===== config.mk =====
export PLATFORM = sky130hd
export DESIGN_NAME = bitwise_and_64bit
export DESIGN_NICKNAME = d
export VERILOG_FILES = /design/src/rtl/bitwise_and_64bit_pkg.sv /design/src/rtl/and_slice16.sv /design/src/rtl/bitwise_and_64bit.sv
export SDC_FILE = /design/constraint.sdc
export NUM_CORES = 1
export LEC_CHECK = 0
export ABC_AREA = 1
export BUFFER_PORTS_ARGS = -buffer_cell sky130_fd_sc_hd__buf_4
export CAP_MARGIN = 10
export CORE_AREA = 3 3 101 103
export DETAILED_ROUTE_END_ITERATION = 10
export DIE_AREA = 0 0 104 106
export GPL_ROUTABILITY_DRIVEN = 0
export PLACE_DENSITY_LB_ADDON = 0.08
export SLEW_MARGIN = 20
export SYNTH_ARGS = -nofsm -noshare
export SYNTH_HDL_FRONTEND = slang
export SYNTH_SLANG_ARGS = --single-unit

===== constraint.sdc =====
create_clock -name clk -period 1.85 [get_ports clk]
set_input_delay 0.2775 -clock clk [delete_from_list [all_inputs] [get_ports clk]]
set_output_delay 0.2775 -clock clk [all_outputs]
set_load 0.005 [all_outputs]

===== src/rtl/bitwise_and_64bit_pkg.sv =====
// Shared ALU definitions: the datapath width and the opcode encoding the ALU
// mux decodes to steer operands into the AND unit.
package bitwise_and_64bit_pkg;

    localparam int XLEN    = 64;
    localparam int SLICE_W = 16;

    typedef enum logic [3:0] {
        ALU_OP_ADD = 4'h0,
        ALU_OP_SUB = 4'h1,
        ALU_OP_AND = 4'h2,
        ALU_OP_OR  = 4'h3,
        ALU_OP_XOR = 4'h4,
        ALU_OP_SLL = 4'h5,
        ALU_OP_SRL = 4'h6,
        ALU_OP_SRA = 4'h7
    } alu_op_t;

    // The ALU mux raises the AND unit's in_valid only for this opcode.
    function automatic logic is_and_op(input alu_op_t op);
        return op == ALU_OP_AND;
    endfunction

endpackage


===== src/rtl/and_slice16.sv =====
// One 16-bit lane of the AND unit with its own zero detect, so the global
// zero flag is a short reduction over lanes instead of one wide NOR.
module and_slice16
    import bitwise_and_64bit_pkg::*;
(
    input  logic [SLICE_W-1:0] a,
    input  logic [SLICE_W-1:0] b,
    output logic [SLICE_W-1:0] y,
    output logic               zero
);

    assign y    = a & b;
    assign zero = ~|y;

endmodule


===== src/rtl/bitwise_and_64bit.sv =====
// ALU bitwise AND: same-cycle combinational result plus a registered copy
// (with valid and zero flags) for the EX/MEM boundary.
module bitwise_and_64bit
    import bitwise_and_64bit_pkg::*;
#(
    parameter int WIDTH = XLEN
) (
    input  logic             clk,
    input  logic             rst,
    input  logic [WIDTH-1:0] A,
    input  logic [WIDTH-1:0] B,
    input  logic             in_valid,
    output logic [WIDTH-1:0] Out,
    output logic             Zero,
    output logic [WIDTH-1:0] Out_r,
    output logic             Zero_r,
    output logic             out_valid
);

    localparam int NSLICE = WIDTH / SLICE_W;

    logic [NSLICE-1:0] slice_zero;

    generate
        for (genvar gi = 0; gi < NSLICE; gi++) begin : g_slice
            and_slice16 u_slice (
                .a    (A[gi*SLICE_W +: SLICE_W]),
                .b    (B[gi*SLICE_W +: SLICE_W]),
                .y    (Out[gi*SLICE_W +: SLICE_W]),
                .zero (slice_zero[gi])
            );
        end
    endgenerate

    assign Zero = &slice_zero;

    // Result/flag hold when idle; only the valid bit tracks in_valid every cycle.
    always_ff @(posedge clk or posedge rst) begin
        if (rst) begin
            Out_r     <= '0;
            Zero_r    <= 1'b1;
            out_valid <= 1'b0;
        end else begin
            out_valid <= in_valid;
            if (in_valid) begin
                Out_r  <= Out;
                Zero_r <= Zero;
            end
        end
    end

endmodule


* Word-level counts from Yosys, hierarchy flattened
Cells that the tools add are included.
Word-level totals: logic and storage cells 16, memories 0, input bits 131, latch bits 0, memory bits (read-only) 0, register bits after elaboration 66, RAM bits 0, output and inout bits 131
Cells by class: $lt $le $gt $ge 0, multipliers 0, shift-type cells 0, div/mod/pow operators 0, add/sub/neg operators 0, muxes and demuxes 0, equal/unequal tests 0, bitwise gates (word level) 4, reductions and logical operators 9
Operators by type and width (count):
- 16-bit bitwise AND | 4
- 16-bit OR reduction | 4
- 1-bit zero test | 4
- 4-bit AND reduction | 1

* Logic depth before layout (Yosys ltp)
Gate-level depths: netlist of run 1.
depth after elaboration 4, gate-level depth with buffers 9, mapped depth without buffers 9

* Modules after synthesis
Synthesis of run 1 repeated with hierarchy kept, for this count alone.
Second synthesis, totals: cells, all modules 468, area total of the unflattened synthesis 3246.9 um^2
Modules (own cells, without submodules):
- bitwise_and_64bit | cells each 280, sequential area each 1652.8 um^2, area each 2541.2 um^2, instances 1
- and_slice16 | cells each 47, sequential area each 0.0 um^2, area each 176.4 um^2, instances 4

* Worst setup path before layout of run 1
No wires, ideal clock.
kind input port to output port, start point input port A[21], end point output port Zero, slack 0.773 ns, path buffers 0, required time 1.572 ns, stages 7, data arrival time 0.800 ns, cells stage by stage nand2_1 -> nand2_1 -> nor2_1 -> nand2_1 -> nor2_1 -> nand2_1 -> nor2_2
On the way: longest elaborated chain between the ends 4
RTL lines:
- start, declared | line bitwise_and_64bit.sv:10 | input logic [WIDTH-1:0] A,
- 16-bit bitwise AND | line and_slice16.sv:12 | assign y = a & b;
- 16-bit OR reduction | line and_slice16.sv:13 | assign zero = ~|y;
- 1-bit zero test | line and_slice16.sv:13
- 4-bit AND reduction | line bitwise_and_64bit.sv:35 | assign Zero = &slice_zero;
- end, declared | line bitwise_and_64bit.sv:14 | output logic Zero,
Every way passes these cells.

* Worst setup path in the final report of run 1
start point input port A[20], end point output port Zero
Same word-level chain as after synthesis.

==> results.py, run 1 <==
metrics = {
    "run_status": {
        "status": "finished, final reports clean",
    },
    "cells_and_area": {
        "nets": 799,
        "final_util_pct": 57.66,
        "drive_above_1_share_pct": 43.45,
        "fin_area_mm2": 0.005353,
        "antenna_cells": 0,
        "final.fill_count": 921,
        "final_cells": 801,
        "syn_to_final_growth_pct": 75.76,
    },
    "logic_synthesis": {
        "synth_cell_types": 14,
        "syn_inst": 404,
        "synthArstFlopShare_pct": 100.0,
        "synth_seq_cells": 66,
        "yosysSeqAreaShare_pct": 54.27,
        "synth_common_cells": "nand2_1 (165), inv_1 (66), dfrtp_1 (65)",
        "synth_fp_nets": 535,
        "synth_edf_count": 0,
        "synth.largest_area_cell": "dfrtp_1",
        "yosys_most_used_dff": "dfrtp_1",
        "ys.warnings.count": 0,
        "synth.top_cell.area_share_pct": 53.41,
        "synth_most_common_cell": "nand2_1",
        "syn_avg_cell_area_um2": 7.538,
        "synth_top_cells_by_area": "dfrtp_1 (53%), nand2_1 (20%), o21ai_0 (10%), inv_1 (8.1%), nor2_1 (2.5%)",
        "syn_area_mm2": 0.003045,
    },
    "timing": {
        "relSlewSlack_pct": 60.84,
        "finalCritPeriodShare_pct": 77.77,
        "finalSetupViolCount": 0,
        "rsz0062_at_grt": "no",
        "worstMarginPinSlew_ns": 0.5862,
        "fin_setup_tns_ns": 0,
        "max_freq_mhz": 695.1,
        "fin_skew_ns": 0,
        "fin_crit_ns": 1.439,
        "worst_slack_ns": 0.4113,
        "hold_viol": 0,
        "final_max_slew_viol_count": 0,
    },
    "place": {
        "port_buffers": 261,
        "dp_slack_ns": 0.3568,
        "hpwl_mm": 8.310,
        "dp_cells": 786,
        "postPlaceCellArea_mm2": 0.005167,
    },
    "critical_path": {
        "slowest_stage": "nor2_1",
        "crit_arrival_ns": 1.16,
        "path_cells": "buf_4, nand2_1, nand2_1, nor2_1, nand2_1, nor2_1, nand2_1, nor2_2, buf_4",
        "slowest_delay_ns": 0.13,
        "worstSetupPathType": "in -> out",
        "path_common_cell": "nand2_1",
        "worstSetupEndpointType": "output port",
        "start_kind": "primary input",
        "crit_buf_inv": 2,
        "cp.required_ns": 1.57,
        "worstPathMaxFanout": 3,
        "cp_top_family": "simple AND/OR/NAND/NOR gates",
    },
    "clock_network": {
        "clock-root-buffer": "clkbuf_8",
        "tritoncts": "yes",
        "cts_buffer_depth": 2,
        "hold_buffers": 0,
        "h-tree-depth": 3,
        "postCtsResizedCells": 0,
        "insertion_delay_ns": 0.32,
        "clkSlewWorstSetupHoldPaths_ns": 0.07,
        "cts_setup_buffers": 0,
        "cts_buffers": 9,
        "cts.sinks": 66,
    },
    "route": {
        "drt_wl_total_mm": 10.03,
        "drcViolationCount": 0,
        "drt_iter0_markers": 104,
        "vias_per_cell": 4.205,
        "ant_nets": 0,
        "drt_first_pass_iters": 5,
        "routedWlPerCell_um": 12.52,
        "route.vias.total": 3368,
    },
    "pwr": {
        "ir_drop_v": 0.0003708,
        "power-per-cell-area_mw_per_mm2": 672.5,
        "p_leak_uw": 0.003308,
    },
    "floorplan": {
        "die_y_um": 106,
        "initial_core_util_pct": 32.80,
        "die_w_um": 104,
        "rows": 35,
        "fp.coreArea_mm2": 0.009284,
        "io_pins": 262,
        "die-area_mm2": 0.01102,
    },
    "job": {
        "cap_violations": 0,
    },
    "global_routing": {
        "grt_overflow_total": 0,
        "globalRouteTotalUtil_pct": 17.64,
        "grt_pass1_wl_mm": 15.74,
        "grt_pass1_vias": 3233,
        "antenna_found_initial": 0,
        "grt_start_max_net_pins": 43,
    },
    "min_path": {
        "hold_path.class": "in -> async",
    },
}
## flip-flops by register name (all words and copies together) (netlist names)
name	cells
Out_r	64
out_valid	1
Zero_r	1
## logic make-up after synthesis
family | after synthesis | share of synthesized area, %
compound gates | 64 | 10.52
flops | 66 | 54.27
buf+inv | 80 | 10.56
simple gates | 194 | 24.65
## where the power goes
| part | internal, µW | switching (µW) |
|---|---|---|
| clock network | 649 | 516 |
| registers | 1550 | 60.1 |
| logic | 477 | 346 |
## per-layer routing
metal  up-vias  routed length [µm]  GRT usage, %
met5         -                   0             0
li1       1738                   -             -
met1      1471                3933         20.18
met4         0                  86         5.413
met3         5                 857         5.282
met2       154                5151         31.71
## through the flow
step | total power, µW | hold WS (ns)
after detailed placement | 2482 | 0.3972
after global routing | 3811 | 0.04551
final | 3600 | 0.01123
after CTS | 3660 | 0.03270
after global placement | 2468 | 0.3968
after floorplan | 1896 | 0.3089
## layout by cell type (no fill, tap or decap)
cell / Yosys / layout
buf_12: 0 / 2
buf_4: 1 / 265
bufinv_16: 0 / 1
clkbuf_1: 4 / 2
clkbuf_8: 0 / 10
clkinv_2: 0 / 3
clkinvlp_4: 0 / 1
dfrtp_1: 65 / 65
dfstp_2: 1 / 1
inv_1: 66 / 64
nand2_1: 165 / 165
nand2_2: 8 / 8
nor2_1: 20 / 20
nor2_2: 1 / 1
o21ai_0: 61 / 61
o21ai_1: 3 / 3
## final timing paths
| check | to | start | slack (ns) | cells after the start |
|---|---|---|---|---|
| max | Zero | A[20] | 0.41 | 9 |
| min | Out_r[40] | rst | 0.01 | 2 |
| max reg2reg | Zero_r | Zero_r | 1.14 | 2 |
| min reg2reg | Zero_r | Zero_r | 0.47 | 2 |
| max in group asynchronous | Out_r[34] | rst | 1.27 | 3 |
| min in group clk | out_valid | in_valid | 0.10 | 1 |
## area by class of cell
cell class	count	area, µm²	share of cell area, %
clock buffers	12	145.1	2.712
clock inverters	3	40.04	0.7480
inverters	66	252.7	4.722
multi-input cells	258	1071	20.01
flip-flops and latches	66	1653	30.88
well taps	129	161.4	3.015
repair buffers	267	2029	37.92
## worst register-to-register path, cell delays in order, from the launching register on
cell and delay, ns:
dfstp_2 0.53, nand2_1 0.05, nand2_1 0.08
Power figures use the tool's default switching activity.
==> run 2, diff against run 1 <==
- clock period: 1.85 -> 1.2 ns (I/O delays scaled with it)
==> run 2 against run 1 <==
The run now ends with setup timing left. Critical path depth unchanged. Sequential power rose by 54%. Combinational power up 100%. Flip-flop and latch count did not move. Worst setup slack worse by 0.41 ns. Core utilization grew 11 points. Via count increased by 9.8%. Routed wire length grew 19%. Die area unchanged. Register-to-register slack worse by 0.63 ns. Critical path type unchanged.
==> results.py, run 2 (same netlist as run 1, synthesis figures left out) <==
metrics = {
    "cells_and_area": {
        "top_regs": "Out_r (64), Zero_r (1), out_valid (1)",
        "syn_to_final_growth_pct": 109.1,
        "top_register": "Out_r",
        "drive_above_1_share_pct": 58.66,
        "final_util_pct": 68.58,
        "fin_area_mm2": 0.006367,
        "largest_reg_flops": 64,
        "antenna_cells": 0,
        "nets": 859,
        "final.fill_count": 787,
        "layout_common_cells": "buf_4 (288), nand2_1 (96), dfrtp_1 (65)",
        "final_cells": 862,
        "final_common_cell": "buf_4",
    },
    "critical_path": {
        "cp_top_family": "simple AND/OR/NAND/NOR gates",
        "slowest_delay_ns": 0.13,
        "worstSetupPathType": "in -> out",
        "worstSetupEndpointType": "output port",
        "r2r_slack_ns": 0.51,
        "crit_buf_inv": 2,
        "worstPathMaxFanout": 2,
        "start_kind": "primary input",
        "r2r-start": "Zero_r",
        "path_cells": "buf_4, nand2_4, nand2_2, nor2_2, nand2_1, nor2_2, nand2_2, nor2_4, buf_6",
        "cp.required_ns": 1.02,
        "crit_arrival_ns": 1.02,
        "slowest_stage": "nor2_4",
        "startpoint": "B[26]",
        "ff2ff_path_depth": 2,
        "r2r_end": "Zero_r",
    },
    "pwr": {
        "power-per-cell-area_mw_per_mm2": 947.3,
        "ir_drop_v": 0.0006118,
        "p_leak_uw": 0.003817,
    },
    "floorplan": {
        "rows": 35,
        "die_w_um": 104,
        "fp.coreArea_mm2": 0.009284,
        "initial_core_util_pct": 32.80,
        "io_pins": 262,
        "die-area_mm2": 0.01102,
        "die_y_um": 106,
    },
    "global_routing": {
        "grt_overflow_total": 0,
        "antenna_found_initial": 0,
        "grt_pass1_wl_mm": 16.93,
        "grt_pass1_vias": 3546,
        "grt_start_max_net_pins": 66,
        "globalRouteTotalUtil_pct": 19.00,
    },
    "timing": {
        "worst_slack_ns": -0.0002129,
        "fin_crit_ns": 1.200,
        "hold_viol": 0,
        "fin_setup_tns_ns": -0.0002129,
        "rsz0062_at_grt": "yes",
        "relSlewSlack_pct": 83.78,
        "fin_skew_ns": 0,
        "final_max_slew_viol_count": 0,
        "worstMarginPinSlew_ns": 0.2427,
        "finalCritPeriodShare_pct": 100.0,
        "max_freq_mhz": 833.2,
        "finalSetupViolCount": 1,
    },
    "clock_network": {
        "cts_buffer_depth": 2,
        "cts.sinks": 66,
        "h-tree-depth": 3,
        "tritoncts": "yes",
        "clock-root-buffer": "clkbuf_8",
        "insertion_delay_ns": 0.33,
        "cts_buffers": 9,
        "clkSlewWorstSetupHoldPaths_ns": 0.07,
    },
    "route": {
        "ant_nets": 0,
        "drt_first_pass_iters": 4,
        "drt_iter0_markers": 103,
        "routedWlPerCell_um": 13.85,
        "vias_per_cell": 4.290,
        "drt_wl_total_mm": 11.94,
        "route.vias.total": 3698,
        "drcViolationCount": 0,
    },
    "min_path": {
        "whs_endpoint": "Out_r[9]",
        "hold-path-cell-count": 3,
        "hold_path.class": "in -> reg",
        "hp-start": "A[9]",
    },
    "place": {
        "port_buffers": 261,
        "hpwl_mm": 8.656,
        "dp_cells": 825,
        "postPlaceCellArea_mm2": 0.005473,
    },
    "job": {
        "cap_violations": 0,
    },
    "run_status": {
        "violations": "setup timing",
        "status": "finished, violations left",
    },
}
[run 2: cell count changes in the layout (fill, tap and decap cells not counted), moves of 11 or more]
cell,change
nand2_1,-69
buf_6,+32
nand2_2,+35
nor2_1,-11
nand2_4,+34
buf_4,+23
[run 2: repair_timing]
action / CTS / global route
hold buffers: 2 / 0
gates resized for setup: 48 / 104
endpoints found under the hold margin: 9 / 0
buffers inserted: 7 / 9
gates cloned: 0 / 3
setup endpoints to repair: 1 / 21
pin swaps: 29 / 60
[run 2: per-layer routing]
metal	track usage, %	up-vias	share of wire, %
li1	-	1850	-
met1	21.27	1682	37
met2	34.73	156	54
met3	5.525	10	7.9
met4	6.078	0	0.93
met5	0	-	0
[run 2: layout make-up]
class                           count  area [µm²]  area share (%)
Clock inverter                      2       35.03          0.5502
Multi-Input combinational cell    258        1446           22.72
Tap cell                          129       161.4           2.535
Timing Repair Buffer              327        2653           41.66
Inverter                           66       256.5           4.028
Sequential cell                    66        1653           25.96
Clock buffer                       14       162.7           2.555
[run 2: worst max-delay path by stage]
stage	endpoint	slack [ns]	depth (start not counted)
2_1_floorplan	Out_r[0]	0.31	1
3_3_place_gp	Zero	-0.12	9
3_5_place_dp	Zero	-0.12	9
4_1_cts	Zero	-0.06	9
5_1_grt	Zero	-0.08	9
6_report	Zero	-0.0002	9
[run 2: tightest hold or removal path: stages]
cell	delay, ns
buf_6	0.09
nand2_4	0.06
o21ai_0	0.07
[run 2: through the flow]
stage	power [µW]	worst slack (ns)	hold slack (ns)
finish	6032	-0.0002129	0.1122
global route	6343	-0.08261	0.1059
CTS	5920	-0.06254	0.08952
detailed placement	3930	-0.1189	0.1366
global placement	3907	-0.1215	0.1359
floorplan	2922	0.3068	0.2114
[run 2: power by group]
part | leakage, µW | switching, µW | internal (µW)
logic | 0.00286 | 691 | 968
clock network | 0.000101 | 814 | 1070
registers | 0.000855 | 92.9 | 2390
==> run 3, diff against run 2 <==
- ABC_AREA: 1 -> default
- ABC_CLOCK_PERIOD_IN_PS: default -> 1200
- CAP_MARGIN: 10 -> default
==> run 3 against run 2 <==
The run still ends with setup timing left. Sequential share of layout area up 2.0 points. Register-to-register slack got worse by 0.09 ns. Total power is 2.7% lower. Clock power decreased by 3%. Maximum frequency is 49% lower. Largest power group unchanged.
==> results.py, run 3 <==
metrics = {
    "logic_synthesis": {
        "syn_avg_cell_area_um2": 13.08,
        "synth_common_cells": "dfrtp_1 (65), and2_1 (50), mux2_2 (50)",
        "synth_cell_types": 23,
        "syn_inst": 234,
        "synth_fa_ha_area_share_pct": 0,
        "syn_area_mm2": 0.003060,
        "synth.top_cell.area_share_pct": 53.15,
        "synth.largest_area_cell": "dfrtp_1",
        "synth_top_cells_by_area": "dfrtp_1 (53%), mux2_2 (18%), and2_1 (10%), mux2_1 (5.2%), or4_1 (2.7%)",
        "synth_fp_nets": 365,
        "muxShareOfSynthArea_pct": 23.55,
        "synth_seq_cells": 66,
        "synth_edf_count": 0,
        "ys.warnings.count": 0,
        "yosys_most_used_dff": "dfrtp_1",
        "synth_most_common_cell": "dfrtp_1",
        "synth_top_family_by_area": "multiplexers",
        "yosysSeqAreaShare_pct": 54.01,
        "synth_compound_area_share_pct": 1.390,
        "synth-simple-area-share_pct": 19.58,
        "synthArstFlopShare_pct": 100.0,
        "synthXorXnorAreaFrac_pct": 0,
    },
    "cells_and_area": {
        "drive_above_1_share_pct": 73.32,
        "antenna_cells": 0,
        "syn_to_final_growth_pct": 93.50,
        "top_regs": "Out_r (64), Zero_r (1), out_valid (1)",
        "layout_common_cells": "buf_4 (312), dfrtp_1 (65), mux2_2 (50)",
        "top_register": "Out_r",
        "nets": 692,
        "final.fill_count": 824,
        "final_util_pct": 63.79,
        "largest_reg_flops": 64,
        "final_common_cell": "buf_4",
    },
    "critical_path": {
        "worstPathMaxFanout": 2,
        "r2r_slack_ns": 0.42,
        "worstSetupPathType": "in -> out",
        "worstSetupEndpointType": "output port",
        "r2r_end": "Out_r[21]",
        "crit_arrival_ns": 2.17,
        "start_kind": "primary input",
        "ff2ff_path_depth": 1,
        "r2r-start": "Out_r[21]",
        "cp.required_ns": 1.02,
    },
    "global_routing": {
        "grt_pass1_vias": 3212,
        "grt_start_max_net_pins": 39,
        "grt_pass1_wl_mm": 15.92,
        "globalRouteTotalUtil_pct": 18.17,
        "antenna_found_initial": 0,
        "grt_overflow_total": 0,
    },
    "min_path": {
        "whs_endpoint": "Out_r[39]",
        "hold-path-cell-count": 3,
        "hold_path.class": "in -> reg",
        "hp-start": "B[39]",
    },
    "timing": {
        "finalCritPeriodShare_pct": 195.6,
        "final_max_slew_viol_count": 0,
        "fin_setup_tns_ns": -2.026,
        "finalSetupViolCount": 2,
        "worst_slack_ns": -1.147,
        "hold_viol": 0,
        "rsz0062_at_grt": "yes",
        "fin_hold_ws_ns": 0.2255,
        "max_freq_mhz": 426.0,
        "fin_skew_ns": 0,
        "relSlewSlack_pct": 74.95,
        "worstMarginPinSlew_ns": 0.3723,
        "fin_crit_ns": 2.347,
    },
    "pwr": {
        "power-per-cell-area_mw_per_mm2": 991.2,
        "ir_drop_v": 0.0005926,
        "p_leak_uw": 0.003171,
        "design_power_total_uw": 5870,
    },
    "route": {
        "drt_wl_total_mm": 10.28,
        "drt_iter0_markers": 52,
        "drcViolationCount": 0,
        "vias_per_cell": 4.416,
        "routedWlPerCell_um": 14.79,
        "drt_first_pass_iters": 4,
        "ant_nets": 0,
        "route.vias.total": 3069,
    },
    "run_status": {
        "violations": "setup timing",
        "status": "finished, violations left",
    },
    "clock_network": {
        "h-tree-depth": 3,
        "tritoncts": "yes",
        "cts_buffers": 9,
        "clkSlewWorstSetupHoldPaths_ns": 0.07,
        "insertion_delay_ns": 0.33,
        "cts.sinks": 66,
        "cts_buffer_depth": 2,
        "clock-root-buffer": "clkbuf_8",
    },
    "floorplan": {
        "die_w_um": 104,
        "io_pins": 262,
        "die-area_mm2": 0.01102,
        "rows": 35,
        "die_y_um": 106,
        "fp.coreArea_mm2": 0.009284,
        "initial_core_util_pct": 32.96,
    },
    "place": {
        "hpwl_mm": 8.744,
        "port_buffers": 261,
        "dp_slack_ns": -1.287,
    },
    "job": {
        "cap_violations": 0,
    },
}
## run 3: how the worst max path moves through the flow
stage | start | endpoint
finish | A[50] | Zero
global route | A[50] | Zero
CTS | B[50] | Zero
detailed placement | A[55] | Zero
global placement | A[55] | Zero
floorplan | A[55] | Zero
## run 3: routing by layer
| metal | vias up | track usage, % | share of wire (%) | wire [µm] |
|---|---|---|---|---|
| met2 | 160 | 34.08 | 53 | 5474 |
| met1 | 1419 | 18.60 | 35 | 3554 |
| li1 | 1477 | - | - | - |
| met3 | 13 | 6.861 | 11 | 1085 |
| met5 | - | 0 | 0 | 0 |
| met4 | 0 | 5.888 | 1.6 | 161 |
## run 3: per-stage QoR
stage	area, µm²	cells
detailed placement	5655	677
CTS	5922	695
global route	5922	695
floorplan	3078	234
global placement	5655	677
finish	5922	695
## run 3: area by class of cell
cell class / count / area, µm² / share of cell area [%]
clock inverters: 2 / 35.03 / 0.5916
multi-input cells: 159 / 1399 / 23.62
well taps: 129 / 161.4 / 2.726
clock buffers: 14 / 162.7 / 2.747
flip-flops and latches: 66 / 1653 / 27.91
inverters: 2 / 11.26 / 0.1902
repair buffers: 323 / 2500 / 42.21
## run 3: where the power goes
| group | switching (µW) | internal, µW |
|---|---|---|
| Sequential | 91.3 | 2420 |
| Clock | 760 | 1070 |
| Combinational | 505 | 1020 |
| Total | 1360 | 4510 |
## run 3: worst max-delay path, stage by stage
cell	delay, ns
buf_6	0.09
and2_4	0.15
or4_4	0.52
or4_4	0.42
or4_4	0.59
nor2_4	0.11
buf_6	0.10
## run 3: timing repair
| action | in CTS | in global routing |
|---|---|---|
| hold buffers | 1 | 0 |
| pin swaps | 7 | 1 |
| hold endpoints to repair | 65 | 0 |
| endpoints found under the setup margin | 2 | 2 |
| gates resized for setup | 12 | 0 |
| setup buffers | 1 | 0 |
## run 3: cells by family (layout without fill, tap and decap cells)
family / Yosys count / count (layout)
AO/OA/AOI/OAI: 5 / 5
buffers and inverters: 9 / 341
flip-flops: 66 / 66
multiplexers: 64 / 64
AND/OR/NAND/NOR: 90 / 90
